===== src/rtl/xres_decode.sv =====
// rtl/xres_decode.sv - signed result to sign+BCD converter with multiplexed 7-segment display driver
module xres_decode #(
    parameter int SCAN_DIV      = 50000,
    parameter int BLANK_LEADING = 1
) (
    input  logic        clk,
    input  logic        rst,
    input  logic        sel,
    input  logic [10:0] data_in,
    output logic        busy,
    output logic        done,
    output logic        neg,
    output logic [15:0] bcd,
    output logic [4:0]  an,
    output logic [7:0]  cat
);

    localparam int CW = (SCAN_DIV > 1) ? $clog2(SCAN_DIV) : 1;

    localparam logic [7:0] SEG_BLANK = 8'hFF;
    localparam logic [7:0] SEG_MINUS = 8'hBF;

    typedef enum logic [1:0] {
        S_IDLE,
        S_SHIFT,
        S_DONE
    } state_t;

    state_t        state_q, state_d;
    logic          sign_q, sign_d;
    logic [10:0]   mag_q, mag_d;
    logic [15:0]   work_q, work_d;
    logic [3:0]    iter_q, iter_d;
    logic          busy_q, busy_d;
    logic          done_q, done_d;
    logic          neg_q, neg_d;
    logic [15:0]   bcd_q, bcd_d;
    logic [CW-1:0] cnt_q, cnt_d;
    logic [2:0]    idx_q, idx_d;

    logic [15:0]   adj;

    // Active-low segment pattern for one decimal digit; codes above 9 never occur.
    function automatic logic [7:0] seg_of(input logic [3:0] d);
        logic [7:0] s;
        case (d)
            4'd0:    s = 8'hC0;
            4'd1:    s = 8'hF9;
            4'd2:    s = 8'hA4;
            4'd3:    s = 8'hB0;
            4'd4:    s = 8'h99;
            4'd5:    s = 8'h92;
            4'd6:    s = 8'h82;
            4'd7:    s = 8'hF8;
            4'd8:    s = 8'h80;
            4'd9:    s = 8'h90;
            default: s = 8'hFF;
        endcase
        return s;
    endfunction

    // Conversion FSM next state: latch |data_in|, eleven add-3/shift steps, then publish.
    always_comb begin
        state_d = state_q;
        sign_d  = sign_q;
        mag_d   = mag_q;
        work_d  = work_q;
        iter_d  = iter_q;
        busy_d  = busy_q;
        done_d  = 1'b0;
        neg_d   = neg_q;
        bcd_d   = bcd_q;

        adj = work_q;
        for (int i = 0; i < 4; i++) begin
            if (work_q[4*i +: 4] >= 4'd5) begin
                adj[4*i +: 4] = work_q[4*i +: 4] + 4'd3;
            end
        end

        case (state_q)
            S_IDLE: begin
                if (sel) begin
                    sign_d = data_in[10];
                    // 11-bit unsigned is wide enough for |-1024| = 1024.
                    mag_d  = data_in[10] ? (~data_in + 11'd1) : data_in;
                    work_d = 16'h0000;
                    iter_d = 4'd11;
                    busy_d = 1'b1;
                    state_d = S_SHIFT;
                end
            end
            S_SHIFT: begin
                {work_d, mag_d} = {adj[14:0], mag_q, 1'b0};
                iter_d = iter_q - 4'd1;
                if (iter_q == 4'd1) begin
                    state_d = S_DONE;
                end
            end
            S_DONE: begin
                bcd_d   = work_q;
                neg_d   = sign_q;
                done_d  = 1'b1;
                busy_d  = 1'b0;
                state_d = S_IDLE;
            end
            default: begin
                state_d = S_IDLE;
                busy_d  = 1'b0;
            end
        endcase
    end

    // Refresh divider: hold each display position for SCAN_DIV clocks, cycle 0..4.
    always_comb begin
        cnt_d = cnt_q + CW'(1);
        idx_d = idx_q;
        if (cnt_q == CW'(SCAN_DIV - 1)) begin
            cnt_d = '0;
            idx_d = (idx_q == 3'd4) ? 3'd0 : idx_q + 3'd1;
        end
    end

    // All state registers with synchronous reset.
    always_ff @(posedge clk) begin
        if (rst) begin
            state_q <= S_IDLE;
            sign_q  <= 1'b0;
            mag_q   <= '0;
            work_q  <= '0;
            iter_q  <= '0;
            busy_q  <= 1'b0;
            done_q  <= 1'b0;
            neg_q   <= 1'b0;
            bcd_q   <= '0;
            cnt_q   <= '0;
            idx_q   <= '0;
        end else begin
            state_q <= state_d;
            sign_q  <= sign_d;
            mag_q   <= mag_d;
            work_q  <= work_d;
            iter_q  <= iter_d;
            busy_q  <= busy_d;
            done_q  <= done_d;
            neg_q   <= neg_d;
            bcd_q   <= bcd_d;
            cnt_q   <= cnt_d;
            idx_q   <= idx_d;
        end
    end

    // Display decode from registered scan index and the last published result.
    always_comb begin
        logic blank3;
        logic blank2;
        logic blank1;
        blank3 = (BLANK_LEADING != 0) && (bcd_q[15:12] == 4'd0);
        blank2 = blank3 && (bcd_q[11:8] == 4'd0);
        blank1 = blank2 && (bcd_q[7:4] == 4'd0);
        an  = ~(5'b00001 << idx_q);
        case (idx_q)
            3'd4:    cat = neg_q ? SEG_MINUS : SEG_BLANK;
            3'd3:    cat = blank3 ? SEG_BLANK : seg_of(bcd_q[15:12]);
            3'd2:    cat = blank2 ? SEG_BLANK : seg_of(bcd_q[11:8]);
            3'd1:    cat = blank1 ? SEG_BLANK : seg_of(bcd_q[7:4]);
            3'd0:    cat = seg_of(bcd_q[3:0]);
            default: cat = SEG_BLANK;
        endcase
    end

    assign busy = busy_q;
    assign done = done_q;
    assign neg  = neg_q;
    assign bcd  = bcd_q;

endmodule


===== config.mk =====
export PLATFORM = sky130hd
export DESIGN_NAME = xres_decode
export DESIGN_NICKNAME = d
export VERILOG_FILES = /design/src/rtl/xres_decode.sv
export SDC_FILE = /design/constraint.sdc
export NUM_CORES = 1
export LEC_CHECK = 0
export ABC_CLOCK_PERIOD_IN_PS = 2000
export CAP_MARGIN = 20
export CORE_MARGIN = 2
export CORE_UTILIZATION = 39
export CTS_BUF_LIST = sky130_fd_sc_hd__clkbuf_8 sky130_fd_sc_hd__clkbuf_16
export CTS_CLUSTER_DIAMETER = 120
export CTS_CLUSTER_SIZE = 40
export DETAILED_ROUTE_END_ITERATION = 10
export PLACE_DENSITY = 0.66
export SLEW_MARGIN = 15
export SYNTH_ARGS = -nofsm -noshare
export SYNTH_HDL_FRONTEND = slang
export SYNTH_SLANG_ARGS = --single-unit

===== constraint.sdc =====
create_clock -name clk -period 2 [get_ports clk]
set_clock_uncertainty 0.05 [all_clocks]
set_input_delay 0.4 -clock clk [delete_from_list [all_inputs] [get_ports clk]]
set_output_delay 0.4 -clock clk [all_outputs]
set_load 0.02 [all_outputs]

==> results of run 1 <==
routing by layer:
| metal | routed length [um] | share of wire [%] |
|---|---|---|
| met5 | 0 | 0 |
| met4 | 262 | 2.1 |
| met3 | 303 | 2.4 |
| met2 | 6123 | 48 |
| met1 | 6004 | 47 |
worst min-delay path, cell delays in order, from the launching register on:
cell and delay [ns]:
dfxtp_1 0.31, nand2_1 0.05, a21oi_1 0.05
final cells by class:
class	count	share of cell area, %
Timing Repair Buffer	124	14.98
Clock inverter	5	0.4167
Sequential cell	100	29.13
Clock buffer	11	3.659
Tap cell	176	3.188
Multi-Input combinational cell	388	46.01
Inverter	46	2.609
power by group through the flow:
stage / Sequential [mW] / Combinational, mW / Clock [mW]
3_3_place_gp: 2.11 / 0.339 / 0
4_1_cts: 2.07 / 0.347 / 1.68
5_1_grt: 2.07 / 0.389 / 1.74
2_1_floorplan: 2.11 / 0.220 / 0
3_5_place_dp: 2.11 / 0.347 / 0
6_report: 2.07 / 0.349 / 1.64
layout by cell type (no fill, tap or decap), types with 13 or more instances in the layout:
| master | synthesis | final |
|---|---|---|
| a21oi_1 | 35 | 35 |
| buf_4 | 6 | 81 |
| clkdlybuf4s50_1 | 0 | 31 |
| dfxtp_1 | 100 | 96 |
| ha_1 | 37 | 32 |
| inv_1 | 42 | 41 |
| mux2i_1 | 29 | 29 |
| nand2_1 | 23 | 22 |
| nand2b_1 | 14 | 13 |
| nor2_1 | 36 | 33 |
| o21ai_0 | 37 | 25 |
| xnor2_1 | 17 | 17 |
cell families (layout without fill, tap and decap cells):
family / count (synthesis) / after routing / share of synthesized area [%]
AOI/OAI and AO/OA: 142 / 142 / 18.44
xor gates and xnor gates: 28 / 28 / 4.640
adders and majority gates: 37 / 37 / 8.759
buffers and inverters: 75 / 186 / 6.415
DFF: 100 / 100 / 37.88
muxes: 34 / 34 / 6.700
other: 1 / 1 / 0.07095
and+or+nand+nor: 146 / 146 / 17.09
timing repair:
item	in CTS	in global routing
hold buffers	0	0
endpoints found under the setup margin	12	28
resized for setup	92	31
buffers inserted	2	2
pin swaps	10	10
worst max-delay path by stage:
stage | startpoint | endpoint | cells past startpoint
final | idx_q[1] | cat[2] | 7
after global routing | idx_q[0] | cat[1] | 6
after CTS | idx_q[1] | cat[1] | 7
after detailed placement | idx_q[0] | cat[4] | 6
after global placement | bcd[9] | cat[1] | 6
after floorplan | idx_q[0] | cat[1] | 6
==> impl_metrics.json, run 1 <==
{
  "area_growth_pct": 30.68,
  "start_kind": "register",
  "start_util_pct": 39.91,
  "ios": 46,
  "whs_ns": 0.4062,
  "vdd_drop_max_mv": 0.3836,
  "syn_nets": 614,
  "cts_tree": "done",
  "total_power_mw": 4.055,
  "cts.sinks": 100,
  "clkLatencyLatePin_ns": 0.35,
  "num_rows": 42,
  "drv_slew": 0,
  "finalNonFillerCells": 850,
  "use_met2_pct": 29.59,
  "numCtsBuffers": 9,
  "synth_ff_type": "dfxtp_1",
  "power.clock.fraction_pct": 40.4,
  "min_path_type": "reg -> reg",
  "dp.cells": 830,
  "via_per_inst": 5.199,
  "finalSetupViolCount": 7,
  "syn-cell-area_um2": 5285,
  "combPwrFrac_pct": 8.6,
  "grt-ovfl-total": 0,
  "clock.fmax_mhz": 454.4,
  "htreeDepth": 3,
  "drtIter0Drc": 248,
  "first_global_vias": 4343,
  "path_buf_inv": 3,
  "r2r.worst_path.cells": 6,
  "fp.dieW_um": 120.4,
  "synth_edf_count": 0,
  "synth_cell_type_count": 66,
  "seqPwrFrac_pct": 51.0,
  "dieArea_um2": 14500,
  "multiInputGateArea_um2": 3178,
  "first_pass_iters": 5,
  "synth_commonest_cells": "dfxtp_1 (100), inv_1 (42), ha_1 (37), o21ai_0 (37), nor2_1 (36)",
  "path_cells": "inv_4, ha_4, buf_12, nand2b_4, o21ai_1, o2111ai_1, buf_4",
  "regArea_um2": 2012,
  "die_h_um": 120.4,
  "cpMaxStageDelayCell": "dfxtp_4",
  "finalWirelength_um": 12690,
  "power.density_nw_per_um2": 587.1,
  "fillers": 1237,
  "n_antenna_cell": 0,
  "grt_pass1_wl_um": 20730,
  "arrival_ns": 1.75,
  "hold_path_end": "mag_q[2]",
  "clk_pin_slew_worst_paths_ns": 0.07,
  "reg2reg_slack_ns": 0.12,
  "cap_violations": 0,
  "synth_seq_cells": 100,
  "period_needed_ns": 2.201,
  "crit_path_end_kind": "output port",
  "worstPathMaxFanout": 5,
  "power.switching_mw": 0.9588,
  "grt_max_degree": 22,
  "cts_root_buf": "clkbuf_16",
  "coreArea_um2": 13240,
  "synth.most_common_cell": "dfxtp_1",
  "finalHoldViolCount": 0,
  "num_vias": 4419,
  "p_int_mw": 3.096,
  "cpLargestDelayFamily": "buffers and inverters",
  "cts_max_path_buffers": 2,
  "violations": "negative setup slack",
  "tns_ns": -1.161,
  "status": "finished with violations",
  "worst_path_largest_cell_delay_ns": 0.37,
  "grtUsageTotal_pct": 17.73,
  "synth.largest_area_cell": "dfxtp_1",
  "drc_errors": 0,
  "grt_busiest_layer": "met2",
  "nets": 720,
  "crit_type": "reg -> out",
  "ant_nets": 0,
  "yosysWarnings": 0,
  "final_cell_area_um2": 6907,
  "pre_cts_ws_ns": -0.3841,
  "r2r_start": "state_q[0]",
  "layout_worst_path_cycle_share_pct": 110.0,
  "io_buffer_count": 44,
  "async_flop_share_pct": 0,
  "hp-start": "mag_q[1]",
  "dpl_cell_area_um2": 6350,
  "final_util_pct": 52.15,
  "avgSynthCellArea_um2": 9.387,
  "drive_above_1_share_pct": 25.22,
  "met1_usage_pct": 23.07,
  "yosysSeqAreaShare_pct": 37.88,
  "yosys.area.top_type_share_pct": 37.88,
  "routedWlPerCell_um": 14.93,
  "synth_area_leaders": "dfxtp_1 (38%), ha_1 (8.8%), mux2i_1 (5.5%)",
  "switching_share_pct": 23.65,
  "grt_setup_unrepaired": "true",
  "hold_path_depth": 2,
  "met3_usage_pct": 2.028,
  "gp_congestion": 0.8980,
  "antenna_found_initial": 0,
  "synthCells": 563,
  "p_leak_nw": 2.878,
  "fin_ws_ns": -0.2009,
  "cp.required_ns": 1.55,
  "dpl.hpwl_um": 9531
}
Power figures use the tool's default switching activity.
==> inputs of run 2 (changes only) <==
--- a/config.mk
+++ b/config.mk
@@ -5,7 +5,6 @@
 export SDC_FILE = /design/constraint.sdc
 export NUM_CORES = 1
 export LEC_CHECK = 0
-export ABC_CLOCK_PERIOD_IN_PS = 2000
 export CAP_MARGIN = 20
 export CORE_MARGIN = 2
 export CORE_UTILIZATION = 39
==> results of run 2 <==
Final layout, timing and power as in run 1 (identical DEF).
==> inputs of run 3 (changes only) <==
--- a/config.mk
+++ b/config.mk
@@ -12,6 +12,7 @@
 export CTS_CLUSTER_DIAMETER = 120
 export CTS_CLUSTER_SIZE = 40
 export DETAILED_ROUTE_END_ITERATION = 10
+export GPL_ROUTABILITY_DRIVEN = 0
 export PLACE_DENSITY = 0.66
 export SLEW_MARGIN = 15
 export SYNTH_ARGS = -nofsm -noshare
==> results of run 3 <==
Final layout, timing and power as in run 1 (identical DEF).
